## src/rtl/div_pkg.sv

```systemverilog
// Shared definitions for the signed/unsigned non-restoring divider: FSM state
// encoding, step-counter sizing and the minimum supported operand width.
package div_pkg;

    typedef enum logic [1:0] {
        S_IDLE = 2'd0,
        S_RUN  = 2'd1,
        S_FIX  = 2'd2
    } div_state_e;

    localparam int DIV_MIN_WIDTH = 4;

    function automatic int cnt_width(input int width);
        return $clog2(width + 1);
    endfunction

endpackage

```

## src/rtl/div_step.sv

```systemverilog
// One combinational non-restoring division iteration: shift the next dividend
// bit into the partial remainder, then add or subtract the divisor by its sign.
module div_step
    import div_pkg::*;
#(
    parameter int WIDTH = 32
) (
    input  logic [WIDTH:0]   part_rem,
    input  logic [WIDTH-1:0] part_quo,
    input  logic [WIDTH-1:0] dvsr,
    output logic [WIDTH:0]   next_rem,
    output logic [WIDTH-1:0] next_quo
);

    logic [WIDTH+1:0] shifted_s;
    logic [WIDTH+1:0] sum_s;

    // Partial remainder stays in [-dvsr, dvsr), so WIDTH+2 bits hold 2r+bit.
    always_comb begin
        shifted_s = {part_rem, part_quo[WIDTH-1]};
        if (part_rem[WIDTH]) begin
            sum_s = shifted_s + {2'b00, dvsr};
        end else begin
            sum_s = shifted_s - {2'b00, dvsr};
        end
        next_rem = sum_s[WIDTH:0];
        next_quo = {part_quo[WIDTH-2:0], ~sum_s[WIDTH+1]};
    end

endmodule

```

## src/rtl/signed_divider_pipe.sv

```systemverilog
// Iterative signed/unsigned divider (IDLE -> RUN x WIDTH -> FIX -> IDLE).
// Define DIVIDER_REMAINDER_EN to drive the corrected remainder; otherwise it is tied to 0.
module signed_divider_pipe
    import div_pkg::*;
#(
    parameter int WIDTH = 32
) (
    input  logic             clock,
    input  logic             reset,
    input  logic             start,
    input  logic             signed_op,
    input  logic [WIDTH-1:0] dividend,
    input  logic [WIDTH-1:0] divisor,
    output logic             busy,
    output logic             done,
    output logic [WIDTH-1:0] quotient,
    output logic [WIDTH-1:0] remainder,
    output logic             div_by_zero,
    output logic             overflow
);

    localparam int               CNT_W    = cnt_width(WIDTH);
    localparam logic [1:0]       ST_IDLE  = S_IDLE;
    localparam logic [1:0]       ST_RUN   = S_RUN;
    localparam logic [1:0]       ST_FIX   = S_FIX;
    localparam logic [WIDTH-1:0] ZERO_VAL = {WIDTH{1'b0}};
    localparam logic [WIDTH-1:0] ONES_VAL = {WIDTH{1'b1}};
    localparam logic [WIDTH-1:0] MIN_VAL  = {1'b1, {(WIDTH-1){1'b0}}};
    localparam logic [CNT_W-1:0] CNT_ZERO = {CNT_W{1'b0}};
    localparam logic [CNT_W-1:0] CNT_ONE  = CNT_W'(1);
    localparam logic [CNT_W-1:0] CNT_LAST = CNT_W'(WIDTH - 1);

    logic [1:0]       state_r;
    logic [1:0]       state_nx_s;
    logic [CNT_W-1:0] cnt_r;
    logic [WIDTH:0]   acc_rem_r;
    logic [WIDTH:0]   step_rem_s;
    logic [WIDTH-1:0] acc_quo_r;
    logic [WIDTH-1:0] step_quo_s;
    logic [WIDTH-1:0] dvsr_r;
    logic [WIDTH-1:0] dvd_mag_s;
    logic [WIDTH-1:0] dvs_mag_s;
    logic [WIDTH-1:0] quo_res_s;
    logic [WIDTH-1:0] quotient_r;
    logic             neg_q_r;
    logic             dbz_r;
    logic             ovf_r;
    logic             busy_r;
    logic             done_r;
    logic             div_by_zero_r;
    logic             overflow_r;
    logic             dvs_zero_s;
    logic             ovf_case_s;
    logic             last_step_s;
`ifdef DIVIDER_REMAINDER_EN
    logic             neg_r_r;
    logic [WIDTH-1:0] rem_fix_s;
    logic [WIDTH-1:0] rem_res_s;
    logic [WIDTH-1:0] remainder_r;
`endif

    // Operand magnitudes and special-case detection at the acceptance point.
    always_comb begin
        dvs_zero_s  = (divisor == ZERO_VAL);
        ovf_case_s  = signed_op && (dividend == MIN_VAL) && (divisor == ONES_VAL);
        last_step_s = (cnt_r == CNT_LAST);
        if (signed_op && dividend[WIDTH-1]) begin
            dvd_mag_s = ZERO_VAL - dividend;
        end else begin
            dvd_mag_s = dividend;
        end
        if (signed_op && divisor[WIDTH-1]) begin
            dvs_mag_s = ZERO_VAL - divisor;
        end else begin
            dvs_mag_s = divisor;
        end
    end

    // Next-state logic; a zero divisor skips RUN and goes straight to FIX.
    always_comb begin
        state_nx_s = state_r;
        case (state_r)
            ST_IDLE: begin
                if (start) begin
                    state_nx_s = dvs_zero_s ? ST_FIX : ST_RUN;
                end else begin
                    state_nx_s = ST_IDLE;
                end
            end
            ST_RUN: begin
                state_nx_s = last_step_s ? ST_FIX : ST_RUN;
            end
            ST_FIX: begin
                state_nx_s = (cnt_r == CNT_ZERO) ? ST_IDLE : ST_FIX;
            end
            default: begin
                state_nx_s = ST_IDLE;
            end
        endcase
    end

    div_step #(.WIDTH(WIDTH)) u_step (
        .part_rem (acc_rem_r),
        .part_quo (acc_quo_r),
        .dvsr     (dvsr_r),
        .next_rem (step_rem_s),
        .next_quo (step_quo_s)
    );

    // Quotient sign restoration; MIN/-1 wraps back to MIN naturally.
    always_comb begin
        if (dbz_r) begin
            quo_res_s = ZERO_VAL;
        end else if (neg_q_r) begin
            quo_res_s = ZERO_VAL - acc_quo_r;
        end else begin
            quo_res_s = acc_quo_r;
        end
    end

`ifdef DIVIDER_REMAINDER_EN
    // Final remainder correction and sign restoration; on zero divisor the
    // untouched dividend is parked in the quotient register.
    always_comb begin
        if (acc_rem_r[WIDTH]) begin
            rem_fix_s = acc_rem_r[WIDTH-1:0] + dvsr_r;
        end else begin
            rem_fix_s = acc_rem_r[WIDTH-1:0];
        end
        if (dbz_r) begin
            rem_res_s = acc_quo_r;
        end else if (neg_r_r) begin
            rem_res_s = ZERO_VAL - rem_fix_s;
        end else begin
            rem_res_s = rem_fix_s;
        end
    end
`endif

    // Datapath, counter and registered result/flag outputs.
    always_ff @(posedge clock or negedge reset) begin
        if (!reset) begin
            state_r       <= ST_IDLE;
            cnt_r         <= CNT_ZERO;
            acc_rem_r     <= {(WIDTH+1){1'b0}};
            acc_quo_r     <= ZERO_VAL;
            dvsr_r        <= ZERO_VAL;
            neg_q_r       <= 1'b0;
            dbz_r         <= 1'b0;
            ovf_r         <= 1'b0;
            busy_r        <= 1'b0;
            done_r        <= 1'b0;
            quotient_r    <= ZERO_VAL;
            div_by_zero_r <= 1'b0;
            overflow_r    <= 1'b0;
`ifdef DIVIDER_REMAINDER_EN
            neg_r_r       <= 1'b0;
            remainder_r   <= ZERO_VAL;
`endif
        end else begin
            state_r <= state_nx_s;
            busy_r  <= (state_nx_s != ST_IDLE);
            done_r  <= 1'b0;
            case (state_r)
                ST_IDLE: begin
                    if (start) begin
                        neg_q_r   <= signed_op & (dividend[WIDTH-1] ^ divisor[WIDTH-1]);
                        dvsr_r    <= dvs_mag_s;
                        acc_rem_r <= {(WIDTH+1){1'b0}};
                        dbz_r     <= dvs_zero_s;
                        ovf_r     <= ovf_case_s;
`ifdef DIVIDER_REMAINDER_EN
                        neg_r_r   <= signed_op & dividend[WIDTH-1];
`endif
                        // Zero divisor holds FIX for two cycles to keep its fixed latency.
                        if (dvs_zero_s) begin
                            acc_quo_r <= dividend;
                            cnt_r     <= CNT_ONE;
                        end else begin
                            acc_quo_r <= dvd_mag_s;
                            cnt_r     <= CNT_ZERO;
                        end
                    end
                end
                ST_RUN: begin
                    acc_rem_r <= step_rem_s;
                    acc_quo_r <= step_quo_s;
                    cnt_r     <= last_step_s ? CNT_ZERO : (cnt_r + CNT_ONE);
                end
                ST_FIX: begin
                    if (cnt_r != CNT_ZERO) begin
                        cnt_r <= cnt_r - CNT_ONE;
                    end else begin
                        done_r        <= 1'b1;
                        quotient_r    <= quo_res_s;
                        div_by_zero_r <= dbz_r;
                        overflow_r    <= ovf_r;
`ifdef DIVIDER_REMAINDER_EN
                        remainder_r   <= rem_res_s;
`endif
                    end
                end
                default: begin
                    cnt_r <= CNT_ZERO;
                end
            endcase
        end
    end

    assign busy        = busy_r;
    assign done        = done_r;
    assign quotient    = quotient_r;
    assign div_by_zero = div_by_zero_r;
    assign overflow    = overflow_r;
`ifdef DIVIDER_REMAINDER_EN
    assign remainder   = remainder_r;
`else
    assign remainder   = ZERO_VAL;
`endif

endmodule

```

## config.mk

```make
export PLATFORM = sky130hd
export DESIGN_NAME = signed_divider_pipe
export DESIGN_NICKNAME = d
export VERILOG_FILES = /design/src/rtl/div_pkg.sv /design/src/rtl/div_step.sv /design/src/rtl/signed_divider_pipe.sv
export SDC_FILE = /design/constraint.sdc
export NUM_CORES = 1
export LEC_CHECK = 0
export BUFFER_PORTS_ARGS = -buffer_cell sky130_fd_sc_hd__buf_4
export CAP_MARGIN = 5
export CELL_PAD_IN_SITES_DETAIL_PLACEMENT = 0
export CELL_PAD_IN_SITES_GLOBAL_PLACEMENT = 1
export CORE_UTILIZATION = 40
export DETAILED_ROUTE_END_ITERATION = 6
export PLACE_DENSITY_LB_ADDON = 0.1
export SYNTH_ARGS = -nofsm -noshare
export SYNTH_HDL_FRONTEND = slang
export SYNTH_SLANG_ARGS = --single-unit
```

## constraint.sdc

```tcl
create_clock -name clock -period 5.2 [get_ports clock]
set_input_delay 1.56 -clock clock [delete_from_list [all_inputs] [get_ports clock]]
set_output_delay 1.56 -clock clock [all_outputs]
set_load 0.02 [all_outputs]
```

==> Yosys cells after proc, flatten, opt, wreduce, memory -nomap -nowiden <==
Index checks and enable logic that the tools add are counted.
{ "op_classes": {"add_sub_neg": 7, "eq_ne": 7, "muxes": 22, "bitwise_logic": 4, "n_reduce_logical": 14} }
{ "ops": {"columns": ["op", "n"], "rows": [
  ["$mux W32", 6],
  ["$sub A1 B32 Y32 const A", 3],
  ["$pmux W33 S2", 1],
  ["$eq A32 B32 Y1 const B", 2],
  ["$pmux W32 S2", 1],
  ["$add A34 B32 Y34", 1],
  ["$mux W34", 1],
  ["$sub A34 B32 Y34", 1],
  ["$mux W33", 1],
  ["$logic_not A32 Y1", 1],
  ["$mux W6", 3],
  ["$pmux W6 S3", 1],
  ["$mux W2", 4],
  ["$reduce_and A2 Y1", 4],
  ["$add A6 B1 Y6 const B", 1],
  ["$eq A6 B5 Y1 const B", 1],
  ["$logic_not A6 Y1", 1],
  ["$pmux W2 S3", 1],
  ["$reduce_bool A6 Y1", 1],
  ["$sub A6 B1 Y6 const B", 1],
  ["$logic_and A1 B1 Y1", 4],
  ["$ne A2 B2 Y1 const B", 2],
  ["$reduce_bool A2 Y1", 2],
  ["$mux W1", 3],
  ["other kinds (6)", 7]
]} }
{ "word_totals": {"ff_bits": 144, "in_bits": 68, "out_inout_bits": 68, "wordCells": 67} }

==> Depth between registers and ports, before layout <==
{ "logic_depth": {"ltp_word": 5, "depth_mapped": 17, "depth_no_buf": 17} }

==> By module <==
A second synthesis with hierarchy kept.
{ "unflattened": {"cells_unflattened": 1330, "hier_area_um2": 10906.7} }
{ "modules_own_cells": {"columns": ["mod", "n_inst", "cells_each", "area_per_inst_um2", "seq_area_each_um2"], "rows": [
  ["signed_divider_pipe", 1, 947, 8202.9, 3603.5],
  ["div_step", 1, 383, 2703.8, 0.0]
]} }

==> Worst setup path after synthesis <==
Ideal clock, no wire load.
{ "synth_timing": {"path_type": "reg2reg", "from": "register dvsr_r[5]", "to": "register acc_rem_r[31]", "setup_ns": 0.082, "arrival_ns": 4.004, "required_time_ns": 5.118, "setup_slack_ns": 1.114, "path_stages_with_launch": 16, "n_path_buf": 1, "period_less_slack_ns": 4.086, "path_cell_list": "dfrtp_1 or4_1 nor4_1 and2_1 a21oi_1 xor2_1 ha_1 clkbuf_1 nand2_1 o21a_1 and3_1 and3_1 nor4_1 nor3_1 or3_1 a31oi_1"} }
{ "synth_via": {"elab_chain_len": 3, "elab_cells_between_ends": 4, "classes_between": "2 x add/sub; 2 x mux"} }
{ "synth_lines": {"columns": ["element", "line_no", "rtl"], "rows": [
  ["start: declaration", "signed_divider_pipe.sv:40", "logic [WIDTH-1:0] dvsr_r;"],
  ["start signal: assignment", "signed_divider_pipe.sv:168", "dvsr_r <= dvs_mag_s;"],
  ["$sub A34 B32 Y34 or $add A34 B32 Y34 (tied branches)", "div_step.sv:24, div_step.sv:22", null],
  ["$mux W34 (*)", "div_step.sv:21", "if (part_rem[WIDTH]) begin"],
  ["$pmux W33 S2 (*)", "signed_divider_pipe.sv:164", "case (state_r)"],
  ["end signal: assignment", "signed_divider_pipe.sv:145", "acc_rem_r <= {(WIDTH+1){1'b0}};"],
  ["end signal: assignment", "signed_divider_pipe.sv:169", "acc_rem_r <= {(WIDTH+1){1'b0}};"],
  ["end signal: assignment", "signed_divider_pipe.sv:186", "acc_rem_r <= step_rem_s;"],
  ["end: declaration", "signed_divider_pipe.sv:36", "logic [WIDTH:0] acc_rem_r;"]
]} }
Mark *: on every way between the ends. The rest lies on a longest branch, timed or not.
A chain may end at the register's enable or synchronous reset.

==> Final worst setup path <==
{ "layout_timing": {"from": "register dvsr_r[9]", "to": "register acc_rem_r[25]"} }
Same word-level chain as after synthesis.

==> impl_metrics.yaml <==
sta:
  worst_slack_setup_final_ns: 0.694
  min_period_ns: 4.51
  fin_skew_ns: 0.0165
  max-slew-margin-rel_pct: 29.7
  clock.fmax_ghz: 0.222
  unrepaired_setup_endpoints_after_global_routing: "no"
  hold_viol: 0
  tightest_slew_ns: 1.05
  tns_ns: 0
  setup_viol: 0
  post-route-period-util_pct: 86.6
  hold-worst-slack_ns: 0.481
  maxSlewViolCount: 0
synth:
  postSynth.asyncResetShare_pct: 100
  library_cell_with_the_highest_instance_count_after_synthesis: "dfrtp_1"
  syn-cell-area_um2: 10500
  yosys_register_bits: 144
  syn-mean-instance-area_um2: 8.29
  post-synth-top-area-fraction_pct: 34.4
  yosys-top-cells-count: "dfrtp_1 (144), o21ai_0 (143), nand2_1 (137)"
  synth_top_cells_by_area: "dfrtp_1 (34%), xor2_1 (7.4%), o21ai_0 (6.8%), nand2_1 (4.9%), ha_1 (4.9%)"
  yosysTopAreaCell: "dfrtp_1"
  synthDistinctLibCells: 66
  yosys_warnings: 0
  syn_inst: 1263
  synth_edf_count: 0
  synth.yosys.seq_area_share_pct: 34.4
  ys.flop_type: "dfrtp_1"
cells_and_area:
  sequential_cell_area_um2: 3600
  diode_insertion_count_for_antenna_repair: 0
  layout-drive-gt1-share_pct: 12.3
  layout.filler_cells: 2522
  multi_input_area_um2: 6380
  nNetsFinal: 1440
  flow.area_growth_from_synthesis_pct: 14.7
  fin_util_pct: 47.3
global_routing:
  grt_pass1_vias: 8824
  maximum_number_of_pins_on_one_net_before_global_route_repair: 87
  global_route.usage.total_pct: 22.9
  initial_antenna_violation_count: 0
  globalRoute.totalOverflow: 0
  grt_pass1_wl_um: 48200
floorplan:
  die-area_um2: 26800
  start_util_pct: 41.2
  core_um2: 25400
  die_h_um: 164
  chipWidth_um: 164
  core.rowCount: 58
  design.portCount: 136
worst_setup_path:
  worst_path_largest_cell_delay_ns: 0.62
  cp.arrival_ns: 4.85
  worstSetupEndpointType: "flip-flop"
  slowest_stage: "o31ai_1"
  critPathKind: "flip-flop to flip-flop"
  crit_required_ns: 5.54
  ordered_cell_list_for_the_critical_path: "or4_1 > nor4_1 > and2_1 > a21oi_1 > xor2_1 > ha_1 > a21oi_1 > o21a_1 > and3_1 > and3_1 > nor4_1 > o31ai_1 > a21boi_0 > o31ai_1"
  worst-path-max-fanout: 8
  critical_path.startpoint_type: "flip-flop"
place:
  gpl.final_weighted_congestion: 0.851
  dp_slack_ns: 0.705
  dpl.hpwl_um: 22000
  portBuffers: 103
drt:
  antenna_violating_nets_post_route: 0
  routed_wl_um: 29800
  first_pass_iters: 5
  via_count: 9322
  detailroute.wirelength.met3_um: 1350
  uppermost_routed_layer: "met4"
  drt-met1-wl_um: 15800
  routed_via_density: 5.57
  detail_route.iter0.violations: 749
  drc: 0
  dr_wl_met2_um: 12300
  wl_per_cell_um: 17.8
cts:
  cts_tree: "built"
  clkSlewWorstSetupHoldPaths_ns: 0.08
  clk-insertion-delay-late_ns: 0.44
  cts-hold-fix-buffers: 0
  cts_bufs_inserted: 17
  clock_tree.htree_level_count: 4
  cts.path.max_buffers: 2
  cts_setup_buffers: 0
  cts.repair.resized: 0
  cts-root-buf: "clkbuf_16"
  clock-sinks: 144
worst_hold_path:
  holdCritPathClass: "flip-flop to flip-flop"
power_and_ir_drop:
  power_density_nw_per_um2: 772
  power.total_mw: 9.27
  leakage_nw: 5.16
  ir_worst_vdd_v: 0.000277
job:
  max_cap_violations: 0
status:
  outcome: "completed"
## report_power, final
part / total (mW) / internal, mW / switching [mW]
sequential: 2.23 / 1.61 / 0.620
clock: 1.30 / 0.696 / 0.602
combinational: 5.75 / 2.36 / 3.39
total: 9.27 / 4.67 / 4.61
## flip-flops by register name (all words and copies together), names as in the netlist
register     count
dbz_r            1
cnt_r            6
done             1
div_by_zero      1
state_r          2
overflow         1
ovf_r            1
acc_rem_r       33
neg_q_r          1
busy             1
quotient        32
acc_quo_r       32
dvsr_r          32
## cells by family after synthesis
logic type	after synthesis	synth area share, %
buffers and inverters	134	5.96
muxes	7	0.681
DFF	144	34.4
xor gates and xnor gates	140	11.7
adders and majority gates	42	5.09
and+or+nand+nor	407	19.2
AOI/OAI and AO/OA	388	22.9
other	1	0.0358
## critical path, delay by kind of cell, from the launching register on
family                     cells  cell delay (ns)
AOI/OAI and AO/OA              6             1.76
and+or+nand+nor                6             1.66
adders and majority gates      1             0.39
xor gates and xnor gates       1             0.19
DFF                            1             0.41
## cell usage in the layout (no fill, tap or decap), types with 15 or more instances in the layout
master,n
nor4_1,18
nand3_1,46
a21oi_1,84
dfrtp_1,144
buf_4,111
nor3_1,30
o31ai_1,40
nor2_1,67
clkbuf_16,17
o21ai_0,143
conb_1,32
nand2_1,136
xnor2_1,51
a22oi_1,24
xor2_1,89
ha_1,41
nand4_1,15
inv_1,39
## area by class of cell
class                      instances  share of cell area, %
tap                              330                   3.44
timing repair buffer             112                   7.03
clock buffer                      17                   3.54
sequential                       144                   30.0
multi-input combinational       1016                   53.2
clock inverter                    15                   1.61
inverter                          39                   1.22
## metal layers
| metal | vias up | global-route usage (%) |
|---|---|---|
| met5 | - | 0 |
| met2 | 254 | 32.7 |
| li1 | 4646 | - |
| met3 | 23 | 3.46 |
| met4 | 0 | 5.13 |
| met1 | 4399 | 35.8 |
## final timing paths
kind                       cells past startpoint  slack (ns)        start            end
max                                           14        0.69    dvsr_r[9]  acc_rem_r[25]
min                                            2        0.48  quotient[4]    quotient[4]
max reg2reg                                   14        0.69    dvsr_r[9]  acc_rem_r[25]
min reg2reg                                    2        0.48  quotient[4]    quotient[4]
max in group asynchronous                      2        3.04        reset     dvsr_r[12]
min in group asynchronous                      1        1.18        reset   quotient[10]
## metrics by stage
stage,cells,cell area (um^2)
2_1_floorplan,1294,10600
3_3_place_gp,1641,11400
3_5_place_dp,1641,11400
4_1_cts,1673,12000
5_1_grt,1673,12000
6_report,1673,12000
No activity file was read; power rests on OpenSTA's default activity.
